## src/rtl/hcsr04_emulador_pkg.sv

```systemverilog
// hcsr04_emulador_pkg: shared state encoding, debug codes and 50 MHz timing defaults
package hcsr04_emulador_pkg;
  typedef enum logic [2:0] {INICIAL, MEDE_TRIGGER, ATRASO, ECHO_ALTO, RECUPERA} estado_t;
  localparam logic [3:0] DB_INICIAL = 4'b0000;
  localparam logic [3:0] DB_MEDE_TRIGGER = 4'b0001;
  localparam logic [3:0] DB_ATRASO = 4'b0010;
  localparam logic [3:0] DB_ECHO_ALTO = 4'b0011;
  localparam logic [3:0] DB_RECUPERA = 4'b0100;
  localparam logic [3:0] DB_INVALIDO = 4'b1110;
  localparam int TRIGGER_MIN_PADRAO = 500;
  localparam int ATRASO_PADRAO = 10000;
  localparam int POR_CM_PADRAO = 2941;
  localparam int RECUPERA_PADRAO = 50000;
  localparam int TIMEOUT_PADRAO = 1900000;
  localparam int DIST_MAX_PADRAO = 400;
  function automatic int max_int(input int a, input int b);
    return a > b ? a : b;
  endfunction
  // Without the timeout feature, 0 cm is stretched to 1 cm and far targets clamp to dmax.
  function automatic logic [8:0] cm_saturado(input logic [8:0] d, input int dmax);
    return d == '0 ? 9'd1 : (32'(d) > dmax ? 9'(dmax) : d);
  endfunction
endpackage

```

## src/rtl/hcsr04_emulador_if.sv

```systemverilog
// hcsr04_emulador_if: trigger/echo bundle between interface unit (master) and sensor (slave)
// trigger, distancia: master -> sensor; echo, ocupado, db_estado: sensor -> master
interface hcsr04_emulador_if;
  logic trigger;
  logic [8:0] distancia;
  logic echo;
  logic ocupado;
  logic [3:0] db_estado;
  modport master(output trigger, distancia, input echo, ocupado, db_estado);
  modport slave(input trigger, distancia, output echo, ocupado, db_estado);
endinterface

```

## src/rtl/hcsr04_emulador_sincronizador_2ff.sv

```systemverilog
// sincronizador_2ff: two-flop synchronizer for one asynchronous board input
// clock, reset (sync, active-high, clears both flops), d_i async in, q_o synchronized out
module sincronizador_2ff (
  input  logic clock,
  input  logic reset,
  input  logic d_i,
  output logic q_o
);
  logic meta_q, sinc_q;
  always_ff @(posedge clock) begin
    if (reset) begin
      meta_q <= 1'b0;
      sinc_q <= 1'b0;
    end else begin
      meta_q <= d_i;
      sinc_q <= meta_q;
    end
  end
  assign q_o = sinc_q;
endmodule

```

## src/rtl/hcsr04_emulador.sv

```systemverilog
// hcsr04_emulador: HC-SR04 responder, answers a valid trigger with a distance-coded echo pulse
// clock, reset (sync, active-high); sensor (slave modport): trigger, distancia in; echo, ocupado, db_estado out
// HCSR04_TIMEOUT_EN: out-of-range distances give a CICLOS_TIMEOUT echo instead of clamping
module hcsr04_emulador
  import hcsr04_emulador_pkg::*;
#(
  parameter int CICLOS_TRIGGER_MIN = TRIGGER_MIN_PADRAO,
  parameter int CICLOS_ATRASO = ATRASO_PADRAO,
  parameter int CICLOS_POR_CM = POR_CM_PADRAO,
  parameter int CICLOS_RECUPERA = RECUPERA_PADRAO,
  parameter int CICLOS_TIMEOUT = TIMEOUT_PADRAO,
  parameter int DIST_MAX = DIST_MAX_PADRAO
) (
  input logic clock,
  input logic reset,
  hcsr04_emulador_if.slave sensor
);
  localparam int CMAX = max_int(max_int(max_int(CICLOS_TRIGGER_MIN, CICLOS_ATRASO),
                                        max_int(CICLOS_POR_CM, CICLOS_RECUPERA)), CICLOS_TIMEOUT);
  localparam int CW = $clog2(CMAX + 1);
  localparam logic [CW-1:0] UM = CW'(1);
  localparam logic [CW-1:0] TMIN = CW'(CICLOS_TRIGGER_MIN);
  localparam logic [CW-1:0] FIM_ATR = CW'(CICLOS_ATRASO - 1);
  localparam logic [CW-1:0] FIM_CM = CW'(CICLOS_POR_CM - 1);
  localparam logic [CW-1:0] FIM_REC = CW'(CICLOS_RECUPERA - 1);
  localparam logic [CW-1:0] FIM_TOUT = CW'(CICLOS_TIMEOUT - 1);
  estado_t estado_q, estado_d;
  logic [CW-1:0] cnt_q, cnt_d;
  logic [8:0] cm_q, cm_d, dist_q, dist_d;
  logic trig_s, trig_p_q, echo_q, fora, ult_sub, fim_echo;
  sincronizador_2ff u_sinc (.clock(clock), .reset(reset), .d_i(sensor.trigger), .q_o(trig_s));
`ifdef HCSR04_TIMEOUT_EN
  assign fora = dist_q == '0 || 32'(dist_q) > DIST_MAX;
`else
  assign fora = 1'b0;
`endif
  // cnt_q doubles as the sub-cm counter in echo_alto; cm_q counts the remaining centimetres.
  assign ult_sub = cnt_q == FIM_CM;
  assign fim_echo = fora ? cnt_q == FIM_TOUT : ult_sub && cm_q == 9'd1;
  always_ff @(posedge clock) begin
    if (reset) begin
      estado_q <= INICIAL;
      cnt_q <= '0;
      cm_q <= '0;
      dist_q <= '0;
      trig_p_q <= 1'b0;
      echo_q <= 1'b0;
    end else begin
      estado_q <= estado_d;
      cnt_q <= cnt_d;
      cm_q <= cm_d;
      dist_q <= dist_d;
      trig_p_q <= trig_s;
      echo_q <= estado_d == ECHO_ALTO;
    end
  end
  always_comb begin
    estado_d = estado_q;
    cnt_d = cnt_q;
    cm_d = cm_q;
    dist_d = dist_q;
    case (estado_q)
      INICIAL: if (trig_s && !trig_p_q) begin
        estado_d = MEDE_TRIGGER;
        cnt_d = UM;
      end
      MEDE_TRIGGER: if (trig_s) cnt_d = cnt_q == TMIN ? cnt_q : cnt_q + UM;
      else begin
        estado_d = cnt_q >= TMIN ? ATRASO : INICIAL;
        dist_d = cnt_q >= TMIN ? sensor.distancia : dist_q;
        cnt_d = '0;
      end
      ATRASO: begin
        estado_d = cnt_q == FIM_ATR ? ECHO_ALTO : ATRASO;
        cnt_d = cnt_q == FIM_ATR ? '0 : cnt_q + UM;
        cm_d = cm_saturado(dist_q, DIST_MAX);
      end
      ECHO_ALTO: begin
        estado_d = fim_echo ? RECUPERA : ECHO_ALTO;
        cnt_d = fim_echo || (!fora && ult_sub) ? '0 : cnt_q + UM;
        cm_d = ult_sub ? cm_q - 9'd1 : cm_q;
      end
      RECUPERA: begin
        estado_d = cnt_q == FIM_REC ? INICIAL : RECUPERA;
        cnt_d = cnt_q == FIM_REC ? '0 : cnt_q + UM;
      end
      default: begin
        estado_d = INICIAL;
        cnt_d = '0;
      end
    endcase
  end
  always_comb begin
    sensor.ocupado = estado_q != INICIAL;
    case (estado_q)
      INICIAL: sensor.db_estado = DB_INICIAL;
      MEDE_TRIGGER: sensor.db_estado = DB_MEDE_TRIGGER;
      ATRASO: sensor.db_estado = DB_ATRASO;
      ECHO_ALTO: sensor.db_estado = DB_ECHO_ALTO;
      RECUPERA: sensor.db_estado = DB_RECUPERA;
      default: sensor.db_estado = DB_INVALIDO;
    endcase
  end
  assign sensor.echo = echo_q;
endmodule

```

## src/flat_wrapper.sv

```systemverilog
// flat-port wrapper written by rule: the top's interface ports become plain ports
module hcsr04_emulador_flat import hcsr04_emulador_pkg::*;
#(
  parameter int CICLOS_TRIGGER_MIN = TRIGGER_MIN_PADRAO,
  parameter int CICLOS_ATRASO = ATRASO_PADRAO,
  parameter int CICLOS_POR_CM = POR_CM_PADRAO,
  parameter int CICLOS_RECUPERA = RECUPERA_PADRAO,
  parameter int CICLOS_TIMEOUT = TIMEOUT_PADRAO,
  parameter int DIST_MAX = DIST_MAX_PADRAO
)
  (clock, reset, sensor_trigger, sensor_distancia, sensor_echo, sensor_ocupado, sensor_db_estado);
  hcsr04_emulador_if sensor_i ();
  input logic clock;
  input logic reset;
  input wire logic [$bits(sensor_i.trigger)-1:0] sensor_trigger;
  input wire logic [$bits(sensor_i.distancia)-1:0] sensor_distancia;
  output wire logic [$bits(sensor_i.echo)-1:0] sensor_echo;
  output wire logic [$bits(sensor_i.ocupado)-1:0] sensor_ocupado;
  output wire logic [$bits(sensor_i.db_estado)-1:0] sensor_db_estado;
  assign sensor_i.trigger = sensor_trigger;
  assign sensor_i.distancia = sensor_distancia;
  assign sensor_echo = sensor_i.echo;
  assign sensor_ocupado = sensor_i.ocupado;
  assign sensor_db_estado = sensor_i.db_estado;
  hcsr04_emulador #(.CICLOS_TRIGGER_MIN(CICLOS_TRIGGER_MIN), .CICLOS_ATRASO(CICLOS_ATRASO), .CICLOS_POR_CM(CICLOS_POR_CM), .CICLOS_RECUPERA(CICLOS_RECUPERA), .CICLOS_TIMEOUT(CICLOS_TIMEOUT), .DIST_MAX(DIST_MAX)) u_core (.clock(clock), .reset(reset), .sensor(sensor_i));
endmodule
```

## config.mk

```make
export PLATFORM = sky130hd
export DESIGN_NAME = hcsr04_emulador_flat
export DESIGN_NICKNAME = d
export VERILOG_FILES = /design/src/rtl/hcsr04_emulador_pkg.sv /design/src/rtl/hcsr04_emulador_if.sv /design/src/rtl/hcsr04_emulador_sincronizador_2ff.sv /design/src/rtl/hcsr04_emulador.sv /design/src/flat_wrapper.sv
export SDC_FILE = /design/constraint.sdc
export NUM_CORES = 1
export LEC_CHECK = 0
export BUFFER_PORTS_ARGS = -buffer_cell sky130_fd_sc_hd__buf_2
export CORE_MARGIN = 2
export CORE_UTILIZATION = 59
export CTS_CLUSTER_DIAMETER = 120
export CTS_CLUSTER_SIZE = 28
export DETAILED_ROUTE_END_ITERATION = 12
export GPL_ROUTABILITY_DRIVEN = 0
export PLACE_DENSITY = 0.78
export SKIP_CTS_REPAIR_TIMING = 1
export SYNTH_ARGS = -nofsm -noshare
export SYNTH_HDL_FRONTEND = slang
export SYNTH_SLANG_ARGS = --single-unit
```

## constraint.sdc

```tcl
create_clock -name clock -period 2.4 [get_ports clock]
set_clock_uncertainty 0.05 [all_clocks]
set_input_delay 0.36 -clock clock [delete_from_list [all_inputs] [get_ports clock]]
set_output_delay 0.36 -clock clock [all_outputs]
set_load 0.05 [all_outputs]
```

### Word level (Yosys, flattened, before mapping)

Index checks and enable logic that the tools add are counted.

| word-level totals | value |
|---|---|
| register bits after elaboration | 46 |
| bits of input ports | 12 |
| output and inout port bits | 6 |
| word-level logic and storage cells | 56 |

| cells by class | value |
|---|---|
| $add $sub $neg | 2 |
| order comparisons | 2 |
| eq/ne operators | 13 |
| muxes and demuxes | 19 |
| bitwise gates (word level) | 1 |
| reductions and logical operators | 11 |

Operators by type and width:

| kind | number |
|---|---|
| two-way mux 21 bit | 6 |
| case mux 21 bit (5 select lines) | 1 |
| two-way mux 9 bit | 3 |
| adder 21 x 1 -> 21 bit (second input constant) | 1 |
| == test 21 x 12 -> 1 bit (second input constant) | 1 |
| == test 21 x 14 -> 1 bit (second input constant) | 1 |
| == test 21 x 16 -> 1 bit (second input constant) | 1 |
| == test 21 x 9 -> 1 bit (second input constant) | 1 |
| >= comparator 21 x 9 -> 1 bit (second input constant) | 1 |
| case mux 4 bit (5 select lines) | 1 |
| case mux 9 bit (2 select lines) | 1 |
| case mux 3 bit (5 select lines) | 1 |
| two-way mux 3 bit | 4 |
| == test 3 x 2 -> 1 bit (second input constant) | 3 |
| == test 9 x 1 -> 1 bit (second input constant) | 1 |
| greater-than comparator 9 bit (second input constant) | 1 |
| logical NOT 9 bit | 1 |
| subtractor 9 x 1 -> 9 bit (second input constant) | 1 |
| != test 2 x 1 -> 1 bit (second input constant) | 2 |
| AND reduction 2 bit | 2 |
| == test 3 x 1 -> 1 bit (second input constant) | 1 |
| == test 3 bit (second input constant) | 1 |
| logical NOT 3 bit | 1 |
| != test 3 bit (second input constant) | 1 |
| 9 further kinds | 10 |

### Depth between registers and ports, before layout

| depth | value |
|---|---|
| word-level depth | 5 |
| depth in mapped cells | 9 |
| depth with buffers taken out | 8 |

### Hierarchy

From an unflattened synthesis, not the netlist that was laid out.

| unflattened totals | value |
|---|---|
| cells, all modules | 322 |
| area, all modules | 2603.7 um^2 |

By module, submodules not included:

| module | instances | cells an instance | area each (um^2) | seq. area each (um^2) |
|---|---|---|---|---|
| hcsr04_emulador | 1 | 318 | 2551.2 | 880.8 |
| sincronizador_2ff | 1 | 4 | 52.6 | 40.0 |

### Worst setup path after synthesis

OpenSTA, ideal clock, no wires.

| path | value |
|---|---|
| path type | flip-flop to flip-flop |
| start point | register u_core.estado_q[0] |
| end point | register u_core.cnt_q[7] |
| setup time | 74 ps |
| arrival | 2101 ps |
| required time | 2276 ps |
| slack | 175 ps |
| stages on the path, launching flop included | 8 |
| period minus slack after synthesis | 2225 ps |
| path through | dfxtp_1 -> buf_2 -> or3_1 -> a21oi_1 -> a31o_1 -> buf_2 -> or4_1 -> a31oi_1 |

| on the way | value |
|---|---|
| word-level cells in the longest chain between the ends | 3 |
| elaborated cells on any way between the ends | 9 |

Ends and longest elaborated chain:

| item | line | source |
|---|---|---|
| start: declaration | hcsr04_emulador.sv:27 | `estado_t estado_q, estado_d;` |
| start signal: assignment | hcsr04_emulador.sv:49 | `estado_q <= estado_d;` |
| == test 3 x 1 -> 1 bit / logical NOT 3 bit (equally long branches) | hcsr04_emulador.sv:62 | `case (estado_q)` |
| != test 3 bit (no line) / != test 2 x 1 -> 1 bit (equally long branches) | -- |  |
| AND reduction 2 bit (no line) | -- |  |
| end signal: assignment | hcsr04_emulador.sv:50 | `cnt_q <= cnt_d;` |
| end: declaration | hcsr04_emulador.sv:28 | `logic [CW-1:0] cnt_q, cnt_d;` |

Several ways; a longest one is shown, not always the timed one.
A chain may end at the register's enable or synchronous reset.

### Final worst setup path

| path | value |
|---|---|
| start point | register u_core.cnt_q[12] |
| end point | register u_core.cm_q[0] |

| on the way | value |
|---|---|
| word-level cells in the longest chain between the ends | 3 |

Ends and longest elaborated chain:

| item | line | source |
|---|---|---|
| == test 21 x 12 -> 1 bit | hcsr04_emulador.sv:38 | `assign ult_sub = cnt_q == FIM_CM;` |
| != test 2 x 1 -> 1 bit (no line) | -- |  |
| AND reduction 2 bit (no line) | -- |  |
| end signal: assignment | hcsr04_emulador.sv:51 | `cm_q <= cm_d;` |
| end: declaration | hcsr04_emulador.sv:29 | `logic [8:0] cm_q, cm_d, dist_q, dist_d;` |

Every way passes these cells.

==> flow_metrics.tcl <==
set metrics [dict create \
    status "completed" \
    worst_setup_path_end_kind "flop" \
    clockBufferDepth 2 \
    io_pins 18 \
    finalHoldViolCount 0 \
    viasPerCell 6.19 \
    syn_area_per_cell_um2 8.11 \
    drt_pass1_iterations 7 \
    synth_commonest_cells "nor2_1 (54), dfxtp_1 (46), nand2_1 (20)" \
    finalSetupViolations 0 \
    grt_pass1_wl_mm 9.97 \
    track_usage 0.255 \
    dieArea_um2 4770 \
    numPortBuffers 17 \
    yosys_warnings 0 \
    p_sw_uw 316 \
    p_seq_frac 0.575 \
    crit_required_ns 2.59 \
    insertion_delay_ns 0.30 \
    rsz0062_at_grt "false" \
    clock-root-buffer "clkbuf_8" \
    startpoint_type "flop" \
    fin_crit_sh 0.932 \
    fmax_mhz 447 \
    min_path_type "input pin to flop" \
    cts_buffers 5 \
    leakage_uw 0.00104 \
    yosysTopAreaCell "dfxtp_1" \
    syn_area_um2 2500 \
    grt.overflow.total 0 \
    max-slew-margin-rel 0.516 \
    ys_async_sr_fraction 0 \
    synth-edff-count 0 \
    rows 23 \
    dp_hpwl_mm 4.23 \
    ys.flop_type "dfxtp_1" \
    yosysSeqAreaShare 0.369 \
    drv_cap 0 \
    die_h_um 69.1 \
    core_um2 4030 \
    grt_max_degree 19 \
    worstPathArrival_ns 2.43 \
    syn2layout_area_growth_pct 12.5 \
    final_layout_size_suffix_gt1_frac 0.167 \
    seq_area_um2 922 \
    drc 0 \
    diodes 0 \
    crit_path_max_fanout 11 \
    setup_tns_ns 0 \
    synth_most_common_cell "nor2_1" \
    via_count 2384 \
    p_comb_frac 0.044 \
    ir_worst_vdd_mv 0.467 \
    cts_tree "done" \
    synth_top_area_frac 0.369 \
    swShare 0.236 \
    wl_per_cell_um 15.2 \
    critPathKind "flop to flop" \
    syn-num-nets 324 \
    ant_nets 0 \
    num-nets-final 350 \
    drtIter0Drc 216 \
    start_util 0.620 \
    cts.reportedPaths.clkPinSlew_ns 0.09 \
    p_per_area_nw_per_um2 477 \
    synthTopCellsByArea "dfxtp_1 (37%), nor2_1 (8.1%), a21oi_1 (3.8%)" \
    period_minus_slack_ns 2.24 \
    pwr-share-clk 0.380 \
    ys_ff_latch 46 \
    antenna_found_initial 0 \
    grt_pass1_vias 2114 \
    timing.final.max_slew_violations 0 \
    drt_wl_total_mm 5.85 \
    yosysUniqueCellTypes 58 \
    multi_input_area_um2 1470 \
    syn_inst 308 \
    tightest_slew_ns 0.721 \
    p_total_uw 1340 \
    htreeDepth 2 \
    fillers 332 \
    cts_sinks 46 \
    internal-power_uw 1020 \
    die_w_um 69.1 \
    ff2ff_setup_slack_ns 0.16 \
]
-- state kept, by name, indices dropped and copies added, names as in the netlist --
signal / flops
u_core.cm_q: 9
u_core.sensor.echo: 1
u_core.u_sinc.q_o: 1
u_core.dist_q: 9
u_core.cnt_q: 21
u_core.u_sinc.meta_q: 1
u_core.trig_p_q: 1
u_core.estado_q: 3
-- path summary, 6_finish.rpt --
kind / startpoint / end / cells past startpoint
worst min register to register: u_core.u_sinc.meta_q / u_core.u_sinc.q_o / 1
worst max-delay path: u_core.cnt_q[12] / u_core.cm_q[0] / 6
worst max register to register: u_core.cnt_q[12] / u_core.cm_q[0] / 6
worst min-delay path: sensor_trigger / u_core.u_sinc.meta_q / 2
-- cell type report --
class                      instances  share of cell area
clock inverter                     2             0.00579
inverter                          11              0.0147
clock buffer                       6              0.0294
tap                               50              0.0223
sequential                        46               0.328
multi-input combinational        236               0.524
timing repair buffer              34              0.0757
-- critical path, stage by stage (launching register included) --
cell and delay, ns:
dfxtp_1 0.35, nor4_2 0.40, nand3_1 0.19, or4_4 0.48, a21o_1 0.32, a211o_1 0.26, a21oi_1 0.13
-- cell usage in the layout (no fill, tap or decap), types with 9 or more instances in the layout --
master   netlist  layout
nand3_1       10      10
buf_2          7      17
dfxtp_1       46      45
nor3_1        11      11
xnor2_1        9       9
inv_1         11      11
a21oi_1       19      19
nand2_1       20      20
o21ai_1       10      10
buf_4          1      17
nor2_1        54      54
mux2i_1        9       9
-- kinds of logic (layout without fill, tap and decap cells) --
kind of cell,Yosys count,after routing,share of synthesized area
DFF,46,46,0.369
adders and majority gates,4,4,0.0200
AOI/OAI and AO/OA,70,70,0.195
buffers and inverters,26,53,0.0441
xor gates and xnor gates,13,13,0.0456
muxes,9,9,0.0361
and+or+nand+nor,140,140,0.290
-- per-layer routing --
layer  vias to the layer above  GRT usage  part of all wire
li1                       1173          -                 -
met1                      1106      0.367              0.47
met2                        96      0.378              0.44
met3                         9     0.0556             0.071
met4                         0     0.0806             0.016
met5                         -          0                 0
-- per-stage QoR --
step	setup slack, ns	util	std cells	hold WS (ns)	cell area, µm²
after global routing	0.0383	0.698	385	0.231	2810
after CTS	0.0621	0.696	385	0.221	2800
after global placement	0.219	0.671	377	0.367	2710
final	0.164	0.698	385	0.216	2810
after detailed placement	0.101	0.671	377	0.407	2710
after floorplan	0.175	-	308	0.364	2500
-- power by group through the flow --
| stage | registers, µW | clock network, µW | logic [µW] |
|---|---|---|---|
| after floorplan | 787 | 0 | 37.6 |
| after global placement | 789 | 0 | 56.4 |
| after detailed placement | 790 | 0 | 57.3 |
| after CTS | 772 | 520 | 57.7 |
| after global routing | 773 | 547 | 65.2 |
| final | 772 | 510 | 59.6 |
Note: power is estimated with default switching activity, not from simulation.
